`src/rtl/bram_arb_pkg.sv`:
```
// Shared types and default sizing for the fetch/data BRAM port arbiter.
package bram_arb_pkg;

    localparam int unsigned AW_DEF       = 12;
    localparam int unsigned MAX_WAIT_DEF = 3;

    typedef enum logic [1:0] {
        OWN_NONE,
        OWN_IF,
        OWN_D
    } own_t;

endpackage

```
`src/rtl/bram_port_arbiter_if.sv`:
```
// Requester and BRAM-side signal bundle for the BRAM port arbiter.
interface bram_port_arbiter_if
    import bram_arb_pkg::*;
#(
    parameter int unsigned AW = AW_DEF
);
    logic          if_req;
    logic [31:0]   if_addr;
    logic          if_gnt;
    logic          if_rvalid;
    logic [31:0]   if_rdata;

    logic          d_req;
    logic          d_we;
    logic [3:0]    d_be;
    logic [31:0]   d_addr;
    logic [31:0]   d_wdata;
    logic          d_gnt;
    logic          d_rvalid;
    logic [31:0]   d_rdata;

    logic          mem_en;
    logic [3:0]    mem_we;
    logic [AW-1:0] mem_addr;
    logic [31:0]   mem_wdata;
    logic [31:0]   mem_rdata;

    logic          stall_f;
    logic          stall_m;

    modport slave (
        input  if_req, if_addr, d_req, d_we, d_be, d_addr, d_wdata, mem_rdata,
        output if_gnt, if_rvalid, if_rdata, d_gnt, d_rvalid, d_rdata,
               mem_en, mem_we, mem_addr, mem_wdata, stall_f, stall_m
    );

    modport master (
        output if_req, if_addr, d_req, d_we, d_be, d_addr, d_wdata, mem_rdata,
        input  if_gnt, if_rvalid, if_rdata, d_gnt, d_rvalid, d_rdata,
               mem_en, mem_we, mem_addr, mem_wdata, stall_f, stall_m
    );

endinterface

```
`src/rtl/arb_starve_ctr.sv`:
```
// Saturating count of consecutive cycles fetch lost arbitration; raises force_if at the limit.
module arb_starve_ctr #(
    parameter int unsigned MAX_WAIT = 3
) (
    input  logic clk,
    input  logic reset,
    input  logic inc,
    input  logic clr,
    output logic force_if
);

    localparam int unsigned CW = $clog2(MAX_WAIT + 1);

    logic [CW-1:0] cnt_q;
    logic [CW-1:0] cnt_d;

    always_comb begin
        cnt_d = cnt_q;
        if (clr) begin
            cnt_d = '0;
        end else if (inc && (cnt_q != CW'(MAX_WAIT))) begin
            cnt_d = cnt_q + CW'(1);
        end
    end

    always_ff @(posedge clk) begin
        if (!reset) begin
            cnt_q <= '0;
        end else begin
            cnt_q <= cnt_d;
        end
    end

    assign force_if = (cnt_q == CW'(MAX_WAIT));

endmodule

```
`src/rtl/bram_port_arbiter.sv`:
```
// Single-port BRAM shared by fetch and memory stage: data-priority grant with
// bounded fetch starvation, one-cycle read data steered back by response owner.
module bram_port_arbiter
    import bram_arb_pkg::*;
#(
    parameter int unsigned AW       = AW_DEF,
    parameter int unsigned MAX_WAIT = MAX_WAIT_DEF
) (
    input logic                clk,
    input logic                reset,
    bram_port_arbiter_if.slave bus
);

    logic        force_if;
    logic        if_gnt_c;
    logic        d_gnt_c;
    logic [31:0] sel_addr;
    own_t        rsp_own_q;
    own_t        rsp_own_d;
    logic        unused_sel_bits;

    arb_starve_ctr #(
        .MAX_WAIT (MAX_WAIT)
    ) u_starve_ctr (
        .clk      (clk),
        .reset    (reset),
        .inc      (bus.if_req & d_gnt_c),
        .clr      (if_gnt_c | ~bus.if_req),
        .force_if (force_if)
    );

    // Data wins unless fetch has starved long enough to be forced through.
    always_comb begin
        if_gnt_c = 1'b0;
        d_gnt_c  = 1'b0;
        if (reset) begin
            if (bus.d_req && !(bus.if_req && force_if)) begin
                d_gnt_c = 1'b1;
            end else if (bus.if_req) begin
                if_gnt_c = 1'b1;
            end
        end
    end

    always_comb begin
        sel_addr      = if_gnt_c ? bus.if_addr : bus.d_addr;
        bus.mem_en    = if_gnt_c | d_gnt_c;
        bus.mem_addr  = sel_addr[AW+1:2];
        bus.mem_we    = (d_gnt_c && bus.d_we) ? bus.d_be : 4'b0000;
        bus.mem_wdata = bus.d_wdata;
    end

    assign unused_sel_bits = ^{sel_addr[31:AW+2], sel_addr[1:0]};

    always_comb begin
        rsp_own_d = OWN_NONE;
        if (if_gnt_c) begin
            rsp_own_d = OWN_IF;
        end else if (d_gnt_c && !bus.d_we) begin
            rsp_own_d = OWN_D;
        end
    end

    always_ff @(posedge clk) begin
        if (!reset) begin
            rsp_own_q <= OWN_NONE;
        end else begin
            rsp_own_q <= rsp_own_d;
        end
    end

    // Gating with reset drops a read granted just before reset asserts.
    assign bus.if_rvalid = reset && (rsp_own_q == OWN_IF);
    assign bus.d_rvalid  = reset && (rsp_own_q == OWN_D);
    assign bus.if_rdata  = bus.mem_rdata;
    assign bus.d_rdata   = bus.mem_rdata;
    assign bus.if_gnt    = if_gnt_c;
    assign bus.d_gnt     = d_gnt_c;
    assign bus.stall_f   = bus.if_req & ~if_gnt_c;
    assign bus.stall_m   = bus.d_req & ~d_gnt_c;

endmodule

```
`src/flat_wrapper.sv`:
```
// flat-port wrapper written by rule: the top's interface ports become plain ports
module bram_port_arbiter_flat import bram_arb_pkg::*;
#(
    parameter int unsigned AW       = AW_DEF,
    parameter int unsigned MAX_WAIT = MAX_WAIT_DEF
)
  (clk, reset, bus_if_req, bus_if_addr, bus_d_req, bus_d_we, bus_d_be, bus_d_addr, bus_d_wdata, bus_mem_rdata, bus_if_gnt, bus_if_rvalid, bus_if_rdata, bus_d_gnt, bus_d_rvalid, bus_d_rdata, bus_mem_en, bus_mem_we, bus_mem_addr, bus_mem_wdata, bus_stall_f, bus_stall_m);
  bram_port_arbiter_if #(.AW(AW)) bus_i ();
  input logic clk;
  input logic reset;
  input wire logic [$bits(bus_i.if_req)-1:0] bus_if_req;
  input wire logic [$bits(bus_i.if_addr)-1:0] bus_if_addr;
  input wire logic [$bits(bus_i.d_req)-1:0] bus_d_req;
  input wire logic [$bits(bus_i.d_we)-1:0] bus_d_we;
  input wire logic [$bits(bus_i.d_be)-1:0] bus_d_be;
  input wire logic [$bits(bus_i.d_addr)-1:0] bus_d_addr;
  input wire logic [$bits(bus_i.d_wdata)-1:0] bus_d_wdata;
  input wire logic [$bits(bus_i.mem_rdata)-1:0] bus_mem_rdata;
  output wire logic [$bits(bus_i.if_gnt)-1:0] bus_if_gnt;
  output wire logic [$bits(bus_i.if_rvalid)-1:0] bus_if_rvalid;
  output wire logic [$bits(bus_i.if_rdata)-1:0] bus_if_rdata;
  output wire logic [$bits(bus_i.d_gnt)-1:0] bus_d_gnt;
  output wire logic [$bits(bus_i.d_rvalid)-1:0] bus_d_rvalid;
  output wire logic [$bits(bus_i.d_rdata)-1:0] bus_d_rdata;
  output wire logic [$bits(bus_i.mem_en)-1:0] bus_mem_en;
  output wire logic [$bits(bus_i.mem_we)-1:0] bus_mem_we;
  output wire logic [$bits(bus_i.mem_addr)-1:0] bus_mem_addr;
  output wire logic [$bits(bus_i.mem_wdata)-1:0] bus_mem_wdata;
  output wire logic [$bits(bus_i.stall_f)-1:0] bus_stall_f;
  output wire logic [$bits(bus_i.stall_m)-1:0] bus_stall_m;
  assign bus_i.if_req = bus_if_req;
  assign bus_i.if_addr = bus_if_addr;
  assign bus_i.d_req = bus_d_req;
  assign bus_i.d_we = bus_d_we;
  assign bus_i.d_be = bus_d_be;
  assign bus_i.d_addr = bus_d_addr;
  assign bus_i.d_wdata = bus_d_wdata;
  assign bus_i.mem_rdata = bus_mem_rdata;
  assign bus_if_gnt = bus_i.if_gnt;
  assign bus_if_rvalid = bus_i.if_rvalid;
  assign bus_if_rdata = bus_i.if_rdata;
  assign bus_d_gnt = bus_i.d_gnt;
  assign bus_d_rvalid = bus_i.d_rvalid;
  assign bus_d_rdata = bus_i.d_rdata;
  assign bus_mem_en = bus_i.mem_en;
  assign bus_mem_we = bus_i.mem_we;
  assign bus_mem_addr = bus_i.mem_addr;
  assign bus_mem_wdata = bus_i.mem_wdata;
  assign bus_stall_f = bus_i.stall_f;
  assign bus_stall_m = bus_i.stall_m;
  bram_port_arbiter #(.AW(AW), .MAX_WAIT(MAX_WAIT)) u_core (.clk(clk), .reset(reset), .bus(bus_i));
endmodule
```
`config.mk`:
```
export PLATFORM = sky130hd
export DESIGN_NAME = bram_port_arbiter_flat
export DESIGN_NICKNAME = d
export VERILOG_FILES = /design/src/rtl/bram_arb_pkg.sv /design/src/rtl/bram_port_arbiter_if.sv /design/src/rtl/arb_starve_ctr.sv /design/src/rtl/bram_port_arbiter.sv /design/src/flat_wrapper.sv
export SDC_FILE = /design/constraint.sdc
export NUM_CORES = 1
export LEC_CHECK = 0
export CORE_AREA = 2 2 100 102
export CTS_CLUSTER_SIZE = 16
export DETAILED_ROUTE_END_ITERATION = 7
export DIE_AREA = 0 0 102 104
export PLACE_DENSITY = 0.68
export SLEW_MARGIN = 40
export SYNTH_ARGS = -nofsm -noshare
export SYNTH_HDL_FRONTEND = slang
export SYNTH_HIERARCHICAL = 1
export SYNTH_SLANG_ARGS = --single-unit
```
`constraint.sdc`:
```
create_clock -name clk -period 3 [get_ports clk]
set_clock_uncertainty 0.2 [all_clocks]
set_input_delay 0.9 -clock clk [delete_from_list [all_inputs] [get_ports clk]]
set_output_delay 0.9 -clock clk [all_outputs]
set_load 0.02 [all_outputs]
```
==> qor.yml <==
power_and_ir_drop:
  leakagePower_nw: 0.599
  powerDensity_nw_per_um2: 244
  ir_drop_v: 0.000285
cts:
  cts_root_buffer: "clkbuf_8"
  cts_tree: "built"
  cts.clk_slew.worst_paths_ns: 0.03
  clock_latency_ns: 0.22
  cts.sinks: 4
  htree_levels: 1
  cts_buffers: 3
  clk_path_buf_depth: 2
placed_design:
  detailedPlace.worstSlack_ns: -0.840
  gp_congestion: 0.672
  placed_cell_area_sq_um: 1240
  hpwl_microns: 2410
  port_buffers: 55
floorplan:
  io-pin-count: 256
  die-area_sq_um: 10600
  initial_core_util: 0.124
  fp.dieH_microns: 104
  die_w_microns: 102
  coreArea_sq_um: 9550
  placementRows: 36
final_layout:
  layout.nets: 253
  post-route-cell-area_sq_um: 1340
  multi_input_area_sq_um: 383
  drive_above_1_share: 0.442
  regArea_sq_um: 80.1
  antenna_cells: 0
  syn_to_final_growth_pct: 13.0
  final_util: 0.140
  fillers: 1110
sta:
  rsz0062_at_grt: "yes"
  setup_viol_count_final: 0
  fmax_mhz: 333
  final_hold_viol_count: 0
  final_max_slew_viol_count: 0
  period_share: 1.00
  setup_slack_ns: 0.00141
  fin_crit_ns: 3.00
  slew_headroom: 0.838
  worst_pin_slew_ns: 0.242
worst_hold_path:
  min_path_type: "flip-flop to flip-flop"
global_route:
  grt_pass1_wl_microns: 3860
  grt_max_degree: 8
  grtUsageTotal: 0.0498
  antenna_found_initial: 0
  grt_pass1_vias: 755
  gr-total-overflow: 0
detailed_routing:
  drc: 0
  ant_nets: 0
  vias_per_cell: 2.71
  initialDrtViolationCount: 7
  wl_per_cell_microns: 11.8
  wl_microns: 2900
  vias: 666
  drtPass1Iterations: 2
worst_setup_path:
  path_max_fanout: 6
  worstPathArrival_ns: 1.90
  required_ns: 1.90
  path_class: "primary input to output pin"
  end_kind: "output pin"
  start_kind: "primary input"
logic_synthesis:
  ys.warnings.count: 6
  netlist_area_sq_um: 1180
  ys_seq_area_frac: 0.0677
  ys_types: 20
  synth_seq_cells: 4
  synth_nets: 279
  synthCells: 141
  synth_area_per_cell_sq_um: 8.39
run:
  maxCapViolCount: 0
run_status:
  outcome: "complete, no violations"
metrics by stage:
| step | power, mW | TNS (ns) | hold slack [ns] | instances |
|---|---|---|---|---|
| floorplan | 0.302 | 0 | 0.265 | 141 |
| global placement | 0.204 | -16.22 | 0.281 | 241 |
| detailed placement | 0.206 | -16.50 | 0.310 | 241 |
| CTS | 0.330 | -0.333 | 0.319 | 246 |
| global route | 0.344 | -0.460 | 0.366 | 246 |
| finish | 0.326 | 0 | 0.309 | 246 |
registers in the layout, indices dropped and copies added (netlist names):
register and cells:
u_core/rsp_own_q 2, u_core/u_starve_ctr/cnt_q 2
cell type report:
type,instances,share of cell area
well taps,133,0.125
repair buffers,66,0.498
clock buffers,3,0.0309
flip-flops and latches,4,0.0599
multi-input cells,40,0.287
logic make-up after synthesis:
kind of cell / after synthesis / share of synthesized area
flops: 4 / 0.0677
xor+xnor: 1 / 0.00741
compound gates: 2 / 0.0127
mux: 13 / 0.151
simple gates: 23 / 0.124
buf+inv: 97 / 0.626
fa+ha+maj: 1 / 0.0106
cells in the mapped netlist:
library cell,n,area share
nand2b_2,1,0.0074
nand2_1,3,0.0095
buf_4,96,0.61
ha_1,1,0.011
mux2_4,9,0.11
o21a_1,1,0.0064
nand2_2,1,0.0053
a21boi_0,1,0.0064
mux2i_1,1,0.0085
nor2b_4,2,0.023
nor2_1,4,0.013
dfxtp_1,4,0.068
and3_1,1,0.0053
mux2_2,3,0.029
and2_1,6,0.032
xnor2_1,1,0.0074
and3b_1,1,0.0074
nand2b_1,1,0.0053
nor2b_1,3,0.016
buf_12,1,0.017
critical path, cell delays in order:
cell and delay [ns]:
buf_8 0.10, nand2b_4 0.05, nor2b_4 0.21, clkbuf_16 0.19, mux2_4 0.31, buf_6 0.13
worst paths after layout:
kind	end	slack, ns	start	cells after the start
max reg2reg	u_core/u_starve_ctr/cnt_q[1]	1.39	u_core/u_starve_ctr/cnt_q[0]	7
min reg2reg	u_core/u_starve_ctr/cnt_q[1]	0.31	u_core/u_starve_ctr/cnt_q[1]	2
max	bus_mem_addr[9]	0.001	bus_d_req	6
min	u_core/u_starve_ctr/cnt_q[1]	0.31	u_core/u_starve_ctr/cnt_q[1]	2
repair_timing:
action / in CTS / in global routing
cloned: 1 / 0
gates resized for setup: 115 / 7
hold buffers: 0 / 0
endpoints found under the hold margin: 0 / 0
setup buffers: 1 / 0
endpoints found under the setup margin: 23 / 17
pin swaps: 1 / 0
layout by cell type, fill, tap and decap left out:
cell | Yosys | routed
clkdlybuf4s50_1 | 0 | 29
buf_4 | 96 | 13
buf_6 | 0 | 12
mux2_4 | 9 | 12
and2_1 | 6 | 6
dlygate4sd2_1 | 0 | 4
nor2_1 | 4 | 4
dfxtp_1 | 4 | 4
clkbuf_8 | 0 | 3
dlymetal6s2s_1 | 0 | 3
nand2_1 | 3 | 3
nor2b_1 | 3 | 3
buf_2 | 0 | 2
nor2b_4 | 2 | 2
clkbuf_16 | 0 | 1
buf_8 | 0 | 1
buf_12 | 1 | 1
a21boi_1 | 0 | 1
and3_4 | 0 | 1
nand2_2 | 1 | 1
nand2b_4 | 0 | 1
and3b_1 | 1 | 1
o21a_1 | 1 | 1
nand2b_1 | 1 | 1
xnor2_1 | 1 | 1
mux2i_1 | 1 | 1
ha_1 | 1 | 1
per-layer routing:
layer	vias up	GRT usage	part of all wire
met3	31	0.0175	0.15
li1	289	-	-
met4	0	0.0467	0.074
met2	58	0.0959	0.53
met5	-	0	0
met1	288	0.0349	0.25
power by group:
group          total, mW  internal, mW  switching (mW)
clock              0.113        0.0855          0.0278
sequential        0.0556        0.0550        0.000611
combinational      0.157        0.0994          0.0572
total              0.326         0.240          0.0856
(Power assumes the default switching activity.)
